### config.mk
export PLATFORM = sky130hd
export DESIGN_NAME = next_queue_flat
export DESIGN_NICKNAME = d
export VERILOG_FILES = /design/src/rtl/next_queue_pkg.sv /design/src/rtl/next_queue_if.sv /design/src/rtl/next_queue_slot.sv /design/src/rtl/next_queue.sv /design/src/flat_wrapper.sv
export SDC_FILE = /design/constraint.sdc
export NUM_CORES = 1
export LEC_CHECK = 0
export ABC_CLOCK_PERIOD_IN_PS = 3450
export CORE_ASPECT_RATIO = 0.75
export CORE_MARGIN = 2
export CORE_UTILIZATION = 35
export DETAILED_ROUTE_END_ITERATION = 8
export GPL_TIMING_DRIVEN = 1
export HOLD_SLACK_MARGIN = 0.05
export PLACE_DENSITY = 0.58
export SETUP_SLACK_MARGIN = 0.5
export SYNTH_ARGS = -nofsm -noshare
export SYNTH_HDL_FRONTEND = slang
export SYNTH_SLANG_ARGS = --single-unit
export TNS_END_PERCENT = 50
### constraint.sdc
create_clock -name clk -period 3.45 [get_ports clk]
set_input_delay 0.8625 -clock clk [delete_from_list [all_inputs] [get_ports clk]]
set_output_delay 0.8625 -clock clk [all_outputs]
set_load 0.02 [all_outputs]
### src/rtl/next_queue_pkg.sv
// Shared types and widths for the next_queue block: entry layout, widths and
// the gc sign-extension helper.
package next_queue_pkg;

    localparam int ROB_WIDTH    = 6;
    localparam int GC_WIDTH     = 16;
    localparam int N_B_ENTRY    = 4;
    localparam int BC_WIDTH     = $clog2(N_B_ENTRY) + 1;
    localparam int N_NEXT_ENTRY = 4;

    typedef struct packed {
        logic                 valid;
        logic [ROB_WIDTH-1:0] tag;
        logic [BC_WIDTH-1:0]  b_count;
    } next_entry_t;

    function automatic logic [31:0] sext_gc(input logic [GC_WIDTH-1:0] v);
        return 32'($signed(v));
    endfunction

endpackage

### src/rtl/next_queue_if.sv
// Valid/ready handshake bundle used for the issue, gc fetch and GPR CDB ports.
interface next_queue_if;
    logic valid;
    logic ready;

    modport master (output valid, input ready);
    modport slave  (input valid, output ready);
endinterface

### src/rtl/next_queue_slot.sv
// next_slot: one queued next instruction; ages its pending-branch count on
// every branch commit and reports whether it is confirmed or survives a flush.
module next_slot
    import next_queue_pkg::*;
(
    input  logic                 clk,
    input  logic                 rst_n,
    input  logic                 i_write,
    input  logic [ROB_WIDTH-1:0] i_tag,
    input  logic [BC_WIDTH-1:0]  i_b_count,
    input  logic                 i_clear,
    input  logic                 i_flush,
    input  logic                 i_b_commit,
    output logic [ROB_WIDTH-1:0] o_tag,
    output logic                 o_confirmed,
    output logic                 o_survive
);

    next_entry_t         r_entry;
    logic [BC_WIDTH-1:0] w_bc_aged;

    // Saturating decrement: a resolved entry never goes negative.
    assign w_bc_aged   = (r_entry.b_count == '0) ? '0
                       : r_entry.b_count - BC_WIDTH'(i_b_commit);
    assign o_confirmed = r_entry.valid && (w_bc_aged == '0);
    assign o_survive   = r_entry.valid && (r_entry.b_count == '0);
    assign o_tag       = r_entry.tag;

    // Entry state: a new write wins over a same-cycle dequeue of the old occupant.
    always_ff @(posedge clk or negedge rst_n) begin
        if (!rst_n) begin
            r_entry <= '0;
        end else if (i_write) begin
            r_entry.valid   <= 1'b1;
            r_entry.tag     <= i_tag;
            r_entry.b_count <= i_b_count;
        end else if (i_clear || (i_flush && !o_survive)) begin
            r_entry.valid <= 1'b0;
        end else if (r_entry.valid) begin
            r_entry.b_count <= w_bc_aged;
        end else begin
            r_entry <= r_entry;
        end
    end

endmodule

### src/rtl/next_queue.sv
// next_queue: in-order queue of next instructions that fetches gc and
// broadcasts it on the GPR CDB once the head is non-speculative.
// Optional feature macro: NEXT_BYPASS_EN (empty-queue same-cycle dispatch).
module next_queue
    import next_queue_pkg::*;
#(
    parameter int DEPTH = N_NEXT_ENTRY
) (
    input  logic                   clk,
    input  logic                   rst_n,
    input  logic [ROB_WIDTH-1:0]   gpr_issue_tag,
    input  logic [BC_WIDTH-1:0]    b_count_next,
    input  logic                   b_commit,
    input  logic                   failure,
    next_queue_if.slave            issue_req,
    next_queue_if.master           gc_req,
    next_queue_if.master           gpr_cdb_req,
    input  logic [GC_WIDTH-1:0]    gc,
    output logic [ROB_WIDTH-1:0]   tag,
    output logic [31:0]            result,
    output logic                   next_e_exists,
    output logic [$clog2(DEPTH):0] next_count
);

    localparam int PW = $clog2(DEPTH);
    localparam int CW = PW + 1;

    logic [PW-1:0]        r_head;
    logic [PW-1:0]        r_tail;
    logic [CW-1:0]        r_count;

    logic [DEPTH-1:0]     w_confirmed;
    logic [DEPTH-1:0]     w_survive;
    logic [ROB_WIDTH-1:0] w_tag [DEPTH];
    logic [CW-1:0]        w_survivors;

    logic w_empty;
    logic w_bypass_cand;
    logic w_gc_valid;
    logic w_dispatch;
    logic w_head_dispatch;
    logic w_bypass_dispatch;
    logic w_issue_ready;
    logic w_enq;

    assign w_empty = (r_count == '0);

`ifdef NEXT_BYPASS_EN
    assign w_bypass_cand = w_empty && issue_req.valid && !failure && (b_count_next == '0);
`else
    assign w_bypass_cand = 1'b0;
`endif

    // gc_req.valid must not look at gc_req.ready, only at CDB ready and flush.
    assign w_gc_valid        = gpr_cdb_req.ready && !failure
                             && (w_confirmed[r_head] || w_bypass_cand);
    assign w_dispatch        = w_gc_valid && gc_req.ready;
    assign w_head_dispatch   = w_dispatch && !w_empty;
    assign w_bypass_dispatch = w_dispatch && w_empty;

`ifdef NEXT_BYPASS_EN
    assign w_issue_ready = (r_count < CW'(DEPTH)) || w_dispatch;
`else
    assign w_issue_ready = (r_count < CW'(DEPTH));
`endif

    assign w_enq = issue_req.valid && w_issue_ready && !failure && !w_bypass_dispatch;

    assign issue_req.ready   = w_issue_ready;
    assign gc_req.valid      = w_gc_valid;
    assign gpr_cdb_req.valid = w_dispatch;
    assign tag               = w_empty ? gpr_issue_tag : w_tag[r_head];
    assign result            = sext_gc(gc);
    assign next_e_exists     = !w_empty;
    assign next_count        = r_count;

    for (genvar i = 0; i < DEPTH; i++) begin : g_slot
        next_slot u_slot (
            .clk         (clk),
            .rst_n       (rst_n),
            .i_write     (w_enq && (r_tail == PW'(i))),
            .i_tag       (gpr_issue_tag),
            .i_b_count   (b_count_next),
            .i_clear     (w_head_dispatch && (r_head == PW'(i))),
            .i_flush     (failure),
            .i_b_commit  (b_commit),
            .o_tag       (w_tag[i]),
            .o_confirmed (w_confirmed[i]),
            .o_survive   (w_survive[i])
        );
    end

    // Survivors of a flush form a prefix from head, so counting them locates the new tail.
    always_comb begin
        w_survivors = '0;
        for (int i = 0; i < DEPTH; i++) begin
            w_survivors = w_survivors + CW'(w_survive[i]);
        end
    end

    // Pointer and occupancy bookkeeping.
    always_ff @(posedge clk or negedge rst_n) begin
        if (!rst_n) begin
            r_head  <= '0;
            r_tail  <= '0;
            r_count <= '0;
        end else if (failure) begin
            r_tail  <= r_head + PW'(w_survivors);
            r_count <= w_survivors;
        end else begin
            if (w_enq) begin
                r_tail <= r_tail + PW'(1);
            end else begin
                r_tail <= r_tail;
            end
            if (w_head_dispatch) begin
                r_head <= r_head + PW'(1);
            end else begin
                r_head <= r_head;
            end
            r_count <= r_count + CW'(w_enq) - CW'(w_head_dispatch);
        end
    end

endmodule

### src/flat_wrapper.sv
// flat-port wrapper written by rule: the top's interface ports become plain ports
module next_queue_flat import next_queue_pkg::*;
#(
    parameter int DEPTH = N_NEXT_ENTRY
)
  (clk, rst_n, gpr_issue_tag, b_count_next, b_commit, failure, gc, tag, result, next_e_exists, next_count, issue_req_valid, issue_req_ready, gc_req_valid, gc_req_ready, gpr_cdb_req_valid, gpr_cdb_req_ready);
  next_queue_if issue_req_i ();
  next_queue_if gc_req_i ();
  next_queue_if gpr_cdb_req_i ();
  input  logic clk;
  input  logic rst_n;
  input  logic [ROB_WIDTH-1:0] gpr_issue_tag;
  input  logic [BC_WIDTH-1:0] b_count_next;
  input  logic b_commit;
  input  logic failure;
  input  logic [GC_WIDTH-1:0] gc;
  output logic [ROB_WIDTH-1:0] tag;
  output logic [31:0] result;
  output logic next_e_exists;
  output logic [$clog2(DEPTH):0] next_count;
  input wire logic [$bits(issue_req_i.valid)-1:0] issue_req_valid;
  output wire logic [$bits(issue_req_i.ready)-1:0] issue_req_ready;
  output wire logic [$bits(gc_req_i.valid)-1:0] gc_req_valid;
  input wire logic [$bits(gc_req_i.ready)-1:0] gc_req_ready;
  output wire logic [$bits(gpr_cdb_req_i.valid)-1:0] gpr_cdb_req_valid;
  input wire logic [$bits(gpr_cdb_req_i.ready)-1:0] gpr_cdb_req_ready;
  assign issue_req_i.valid = issue_req_valid;
  assign issue_req_ready = issue_req_i.ready;
  assign gc_req_valid = gc_req_i.valid;
  assign gc_req_i.ready = gc_req_ready;
  assign gpr_cdb_req_valid = gpr_cdb_req_i.valid;
  assign gpr_cdb_req_i.ready = gpr_cdb_req_ready;
  next_queue #(.DEPTH(DEPTH)) u_core (.clk(clk), .rst_n(rst_n), .gpr_issue_tag(gpr_issue_tag), .b_count_next(b_count_next), .b_commit(b_commit), .failure(failure), .issue_req(issue_req_i), .gc_req(gc_req_i), .gpr_cdb_req(gpr_cdb_req_i), .gc(gc), .tag(tag), .result(result), .next_e_exists(next_e_exists), .next_count(next_count));
endmodule
==> results.md, run 1 <==
* DRC at 0
* Crit path max fanout at 4
* Die area at 10150 um^2
* Post-synthesis sequential area ratio at 0.3595
* Pwr Total at 3.353 mW
* Maximum clock path buffer count at 2
* Root Buffer: clkbuf_16
* Final #Nets at 404
* Critical-path top delay cell: fa_2
* Initial core utilization at 0.3602
* Achievable clock frequency at 288.4 MHz
* Worst Slack Setup Final at -0.01749 ns
* Routed wire length at 7.598 mm
* Syn Area/Cell at 10.35 um^2
* Worst-path cell chain: buf_8 -> buf_6 -> ha_4 -> ha_4 -> and4bb_2 -> o311ai_4 -> o311ai_4 -> o2111a_4 -> and2_4 -> ha_4 -> inv_2 -> ha_4 -> fa_2 -> xnor2_1 -> mux2_4
* Vias at 2352
* Clock slew seen by the registers of the worst setup and hold paths at 0.07 ns
* Total CTS buffers at 5
* Crit end category: register
* Drt wl/cell at 15.90 um
* Non-filler cells, final at 478
* Std cell rows at 30
* CP top delay family: adder cells
* Hold Vio Cnt, Final at 0
* Distinct cells, synth at 57
* Area Overhead vs Synth at 25.05%
* Cells after Synth at 316
* Leak at 1.824 nW
* Psw at 1.340 mW
* CP bufs+invs at 3
* # IOs at 77
* Worst-margin pin slew at 1.094 ns
* Hold/Removal Path Class: register to register
* Placed Cells incl. Taps at 462
* Worst skew pair latency at 0.29 ns
* CTS tree: built
* Switching Fraction at 0.3995
* Initial DRC count at 114
* Largest net degree at the start of global routing at 48
* Flops & latches, synth at 47
* Final Instance Area at 4091 um^2
* Setup violators final at 1
* Die height at 87.73 um
* Gp weighted congestion at 0.8120
* Post-placement cell area at 3705 um^2
* Worst path max stage delay at 0.33 ns
* PD cells at 819.6 nW/um^2
* RSZ-0062 raised after global routing: yes
* Vias per cell at 4.921
* Sink Count at 47
* Ant diodes at 0
* Fin Hold WS at 0.5026 ns
* Syn_nets at 371
* VDD IR-drop max at 0.0004301 V
* Data required, critical path at 3.63 ns
* Router iterations before antenna repair at 4
* Layout cells sized above 1 at 0.3514
* DP Wirelength at 5.451 mm
* First-pass GRT wire length at 12.08 mm
* Setup crit start kind: input pin
* Synth Cell Area at 3272 um^2
* Number of antenna violations at the first check in global routing at 0
* Final min period at 3.467 ns
* Layout Skew at 0.007938 ns
* Post-synth EDFFs at 0
* Gate power share at 0.548
* Slew Viols, Final at 0
* Overflow after GRT at 0
* Tot GR Track Use at 0.1557
* Clock Power Share at 0.145
* Vias in the first global route at 2403
* Relative slew margins at 0.2704
* CP Class: input pin to register
* Most used DFF post-synth: dfrtp_1
* Yosys warns at 0
* Sequential share of power at 0.307
* Die Width at 115.6 um
* Failing checks: negative setup slack
* Period utilization at 1.005
* Core area at 9084 um^2
* Result of the run: complete, but fails checks
* Post-route ant nets at 0
* Async set-reset flop share out of synthesis at 1.000
* H-tree levels at 2
* Internal power at 2.014 mW
* Crit path DAT at 3.65 ns
* I/O Buffers at 28
* Crit-path most repeated cell: ha_4
* Max Cap Viol at 0
* Final core area utilization at 0.4504
cell usage after synthesis (3+ instances only):
cell type / instances / area, um^2
buf_4: 36 / 270.3
and3_1: 3 / 18.77
nand3_1: 7 / 35.03
nand2_1: 31 / 116.4
mux2i_1: 4 / 40.04
inv_1: 27 / 101.4
dfrtp_1: 47 / 1176
and2_1: 5 / 31.28
clkbuf_1: 3 / 11.26
o21ai_0: 11 / 55.05
nor2_1: 14 / 52.55
mux2_2: 27 / 304.0
xnor2_1: 7 / 61.31
a21oi_1: 7 / 35.03
nor3_1: 4 / 20.02
a31oi_1: 5 / 31.28
mux4_2: 6 / 135.1
ha_1: 21 / 262.8
nor2b_1: 3 / 18.77
cell families (layout without fill, tap and decap cells):
| family | after synthesis | after routing | synth area share |
|---|---|---|---|
| AO/OA/AOI/OAI | 47 | 47 | 0.1251 |
| XOR/XNOR | 8 | 8 | 0.02142 |
| adder cells (fa/ha/maj) | 23 | 23 | 0.09254 |
| buffers and inverters | 69 | 103 | 0.1231 |
| flip-flops | 47 | 47 | 0.3595 |
| multiplexers | 37 | 37 | 0.1465 |
| AND/OR/NAND/NOR | 85 | 85 | 0.1319 |
cell usage in the layout (no fill, tap or decap), types with 4 or more instances in the layout:
cell and instances:
clkdlybuf4s50_1 18, nor2_1 14, buf_6 14, mux2_2 24, nand2_1 31, inv_1 26, mux2i_1 4, o21ai_1 4
a21oi_1 6, ha_1 15, nand3_4 4, xnor2_1 6, nor3_1 4, o21ai_0 6, and2_1 4, a31oi_1 5
dfrtp_1 47, mux4_2 6, clkbuf_16 5, ha_4 5, buf_4 25, dlygate4sd2_1 6
power groups by stage:
stage	logic (mW)	registers, mW	clock network [mW]
3_5_place_dp	1.72	1.03	0
4_1_cts	1.74	1.02	0.504
6_report	1.84	1.03	0.488
3_3_place_gp	1.70	1.03	0
2_1_floorplan	1.22	0.971	0
5_1_grt	2.01	1.06	0.533
flip-flops by register name (all words and copies together) (netlist names):
name,cells
u_core.r_head,2
u_core.next_count,3
u_core.r_tail,2
u_core.g_slot.u_slot.r_entry,16
u_core.g_slot.u_slot.o_tag,24
path summary, 6_finish.rpt:
kind                                                           startpoint                                             end  slack [ns]  cells past startpoint
max in group asynchronous                                           rst_n  u_core.g_slot[1].u_slot.r_entry[0]$_DFFE_PN0P_        2.00                      1
min reg2reg                  u_core.g_slot[2].u_slot.o_tag[4]$_DFFE_PN0P_    u_core.g_slot[2].u_slot.o_tag[4]$_DFFE_PN0P_        0.50                      1
max reg2reg                u_core.g_slot[1].u_slot.r_entry[0]$_DFFE_PN0P_                  u_core.next_count[2]$_DFF_PN0_        0.26                     14
max                                                              b_commit                  u_core.next_count[2]$_DFF_PN0_       -0.02                     15
min in group asynchronous                                           rst_n  u_core.g_slot[2].u_slot.r_entry[1]$_DFFE_PN0P_        0.75                      1
min                          u_core.g_slot[2].u_slot.o_tag[4]$_DFFE_PN0P_    u_core.g_slot[2].u_slot.o_tag[4]$_DFFE_PN0P_        0.50                      1
per-stage QoR:
| stage | TNS [ns] | worst slack [ns] |
|---|---|---|
| after floorplan | -0.1521 | -0.09843 |
| after CTS | -0.004509 | -0.002548 |
| after global routing | -0.1426 | -0.08685 |
| after detailed placement | -12.19 | -0.8582 |
| final | -0.01749 | -0.01749 |
| after global placement | -12.78 | -0.8262 |
routing by layer:
layer,routed length (um),vias up,GRT usage,part of all wire
li1,-,1142,-,-
met4,117,0,0.05087,0.015
met3,308,17,0.03599,0.041
met5,0,-,0,0
met1,3814,1158,0.2206,0.50
met2,3357,35,0.2366,0.44
repair_timing:
item,in CTS,in global routing
pin swaps,17,8
cloned,0,0
setup buffers,5,3
gates resized for setup,44,21
hold buffers,0,0
endpoints found under the setup margin,55,47
cell type report:
class	count	area, um^2
clock buffers	6	128.9
clock inverters	2	17.52
fillers	883	4992
inverters	28	105.1
multi-input cells	200	1886
flip-flops and latches	47	1176
well taps	128	160.2
repair buffers	67	618.1
(Power assumes the default switching activity.)
==> run 2: changes to the inputs <==
--- a/config.mk
+++ b/config.mk
@@ -7,7 +7,7 @@
 export LEC_CHECK = 0
 export ABC_CLOCK_PERIOD_IN_PS = 3450
 export CORE_ASPECT_RATIO = 0.75
-export CORE_MARGIN = 2
+export CORE_MARGIN = 1
 export CORE_UTILIZATION = 35
 export DETAILED_ROUTE_END_ITERATION = 8
 export GPL_TIMING_DRIVEN = 1
==> results.md, run 2 (synthesis gave the netlist of run 1 again) <==
* Psw at 1.383 mW (+3.2%)
* Crit-path most repeated cell: ha_4
* Slew Viols, Final at 0 (unchanged)
* Vias at 2383 (+1.3%)
* Ant diodes at 0 (unchanged)
* Worst path max stage delay at 0.33 ns (about the same)
* Commonest non-fill, non-tap cells in the layout: dfrtp_1 (47), buf_4 (32), nand2_1 (31), inv_1 (25), mux2_2 (25)
* First-pass GRT wire length at 12.79 mm (+5.8%)
* Std cell rows at 30 (unchanged)
* Die Width at 113.6 um (-1.7%)
* Layout Skew at 0.009050 ns (+0.001112 ns)
* Number of antenna violations at the first check in global routing at 0 (unchanged)
* Crit path DAT at 3.59 ns (-0.06 ns)
* VDD IR-drop max at 0.0003917 V (-8.9%)
* Switching Fraction at 0.4027 (+0.003197)
* Sink Count at 47 (unchanged)
* Met3 Use GR at 0.04099 (+0.005003)
* DP Wirelength at 5.568 mm (+2.1%)
* Routed wire length at 7.876 mm (+3.7%)
* Hold Vio Cnt, Final at 0 (unchanged)
* RSZ-0062 raised after global routing: yes
* Pre-CTS setup slack at -0.8778 ns (-0.01964 ns)
* Fin Hold WS at 0.5050 ns (+0.002422 ns)
* Setup violators final at 0 (-1)
* CP Class: input pin to register
* Worst skew pair latency at 0.30 ns (about the same)
* Met2 Use GR at 0.2722 (+0.03560)
* Largest net degree at the start of global routing at 48 (unchanged)
* Worst-path cell chain: buf_12 -> ha_4 -> ha_4 -> and4bb_2 -> o311ai_4 -> o311ai_4 -> o2111a_4 -> and2_4 -> ha_4 -> inv_2 -> ha_4 -> fa_2 -> xnor2_1 -> mux2_4
* Tot GR Track Use at 0.1725 (+0.01674)
* Number of flip-flops in the largest register at 24 (unchanged)
* Clock Power Share at 0.149 (+0.004)
* CP bufs+invs at 2 (-1)
* Period utilization at 0.9853 (-0.01982)
* Internal power at 2.051 mW (+1.8%)
* Result of the run: finished clean
* DRC at 0 (unchanged)
* Crit path max fanout at 4 (unchanged)
* H-tree levels at 2 (unchanged)
* Sequential share of power at 0.301 (-0.006)
* Worst Slack Setup Final at 0.05088 ns (+0.06836 ns)
* Gp weighted congestion at 0.7947 (-2.1%)
* Leak at 1.838 nW (+0.77%)
* Commonest non-fill, non-tap cell in the layout: dfrtp_1
* Final min period at 3.399 ns (-0.06836 ns)
* Root Buffer: clkbuf_16
* Router iterations before antenna repair at 4 (unchanged)
* Die area at 9743 um^2 (-4.0%)
* Drt wl/cell at 16.58 um (+4.3%)
* Vias per cell at 5.017 (+2.0%)
* Hold/Removal Path Class: register to register
* CTS tree: built
* M1 GR Usage at 0.2377 (+0.01712)
* Pwr Total at 3.434 mW (+2.4%)
* Overflow after GRT at 0 (unchanged)
* Gate power share at 0.550 (+0.002)
* Initial core utilization at 0.3617 (+0.001495)
* Initial DRC count at 110 (-3.5%)
* # IOs at 77 (unchanged)
* Area Overhead vs Synth at 23.44%
* I/O Buffers at 28 (unchanged)
* CP top delay family: adder cells
* GR peak layer: met2
* Final #Nets at 401 (-0.74%)
* Maximum clock path buffer count at 2 (unchanged)
* Core area at 9046 um^2 (-0.41%)
* Total CTS buffers at 5 (unchanged)
* Layout cells sized above 1 at 0.3487 (-0.002725)
* PD cells at 850.1 nW/um^2 (+3.7%)
* Vias in the first global route at 2440 (+1.5%)
* Worst-margin pin slew at 1.087 ns (-0.007486 ns)
* Die height at 85.73 um (-2.3%)
* Critical-path top delay cell: o311ai_4
* Crit end category: register
* Data required, critical path at 3.64 ns (about the same)
* Max Cap Viol at 0 (unchanged)
* Clock slew seen by the registers of the worst setup and hold paths at 0.07 ns (about the same)
* Post-route ant nets at 0 (unchanged)
* Setup crit start kind: input pin
* Relative slew margins at 0.2753 (+0.004991)
* Achievable clock frequency at 294.2 MHz (+2.0%)
[run 2: worst reg2reg max path: stages, from the launching register on]
cell,delay (ns)
dfrtp_1,0.41
inv_1,0.10
ha_4,0.17
ha_4,0.21
and4bb_2,0.23
o311ai_4,0.33
o311ai_4,0.18
o2111a_4,0.20
and2_4,0.17
ha_4,0.25
inv_2,0.04
ha_4,0.15
fa_2,0.33
xnor2_1,0.13
mux2_4,0.25
[run 2: path summary, 6_finish.rpt]
kind                                                                start                                             end  slack, ns  cells after the start
max reg2reg                u_core.g_slot[1].u_slot.r_entry[0]$_DFFE_PN0P_                  u_core.next_count[2]$_DFF_PN0_       0.20                     14
min                          u_core.g_slot[3].u_slot.o_tag[3]$_DFFE_PN0P_    u_core.g_slot[3].u_slot.o_tag[3]$_DFFE_PN0P_       0.51                      1
max in group asynchronous                                           rst_n    u_core.g_slot[1].u_slot.o_tag[5]$_DFFE_PN0P_       2.02                      1
min in group asynchronous                                           rst_n  u_core.g_slot[2].u_slot.r_entry[1]$_DFFE_PN0P_       0.76                      1
max                                                              b_commit                  u_core.next_count[2]$_DFF_PN0_       0.05                     14
min reg2reg                  u_core.g_slot[3].u_slot.o_tag[3]$_DFFE_PN0P_    u_core.g_slot[3].u_slot.o_tag[3]$_DFFE_PN0P_       0.51                      1
[run 2: metal layers]
metal	vias to the layer above	part of all wire
met2	55	0.45
li1	1137	-
met4	0	0.0094
met5	-	0
met3	10	0.042
met1	1181	0.50
[run 2: power groups by stage]
stage	clock network [mW]	logic (mW)	registers [mW]
2_1_floorplan	0	1.22	0.971
5_1_grt	0.546	2.06	1.07
3_3_place_gp	0	1.70	1.02
6_report	0.513	1.89	1.03
4_1_cts	0.526	1.76	1.02
3_5_place_dp	0	1.72	1.03
[run 2: layout make-up]
cell class              instances  area [um^2]
clock inverters                 3        25.02
well taps                     128        160.2
fillers                       864         5007
clock buffers                   5        125.1
flip-flops and latches         47         1176
inverters                      28        108.9
multi-input cells             200         1847
repair buffers                 64        596.8
[run 2: per-stage QoR]
step	utilization	cell area (um^2)	std cells	TNS, ns
detailed placement	0.4084	3695	459	-12.23
global placement	0.4084	3695	459	-11.18
floorplan	-	3334	316	-0.1521
global route	0.4465	4039	475	0
finish	0.4465	4039	475	0
CTS	0.4288	3879	469	0
[run 2: repair_timing]
action,CTS,global route
pin swaps,6,6
hold buffers,0,0
resized for setup,20,26
buffers inserted,2,6
endpoints found under the hold margin,0,0
setup endpoints to repair,55,45
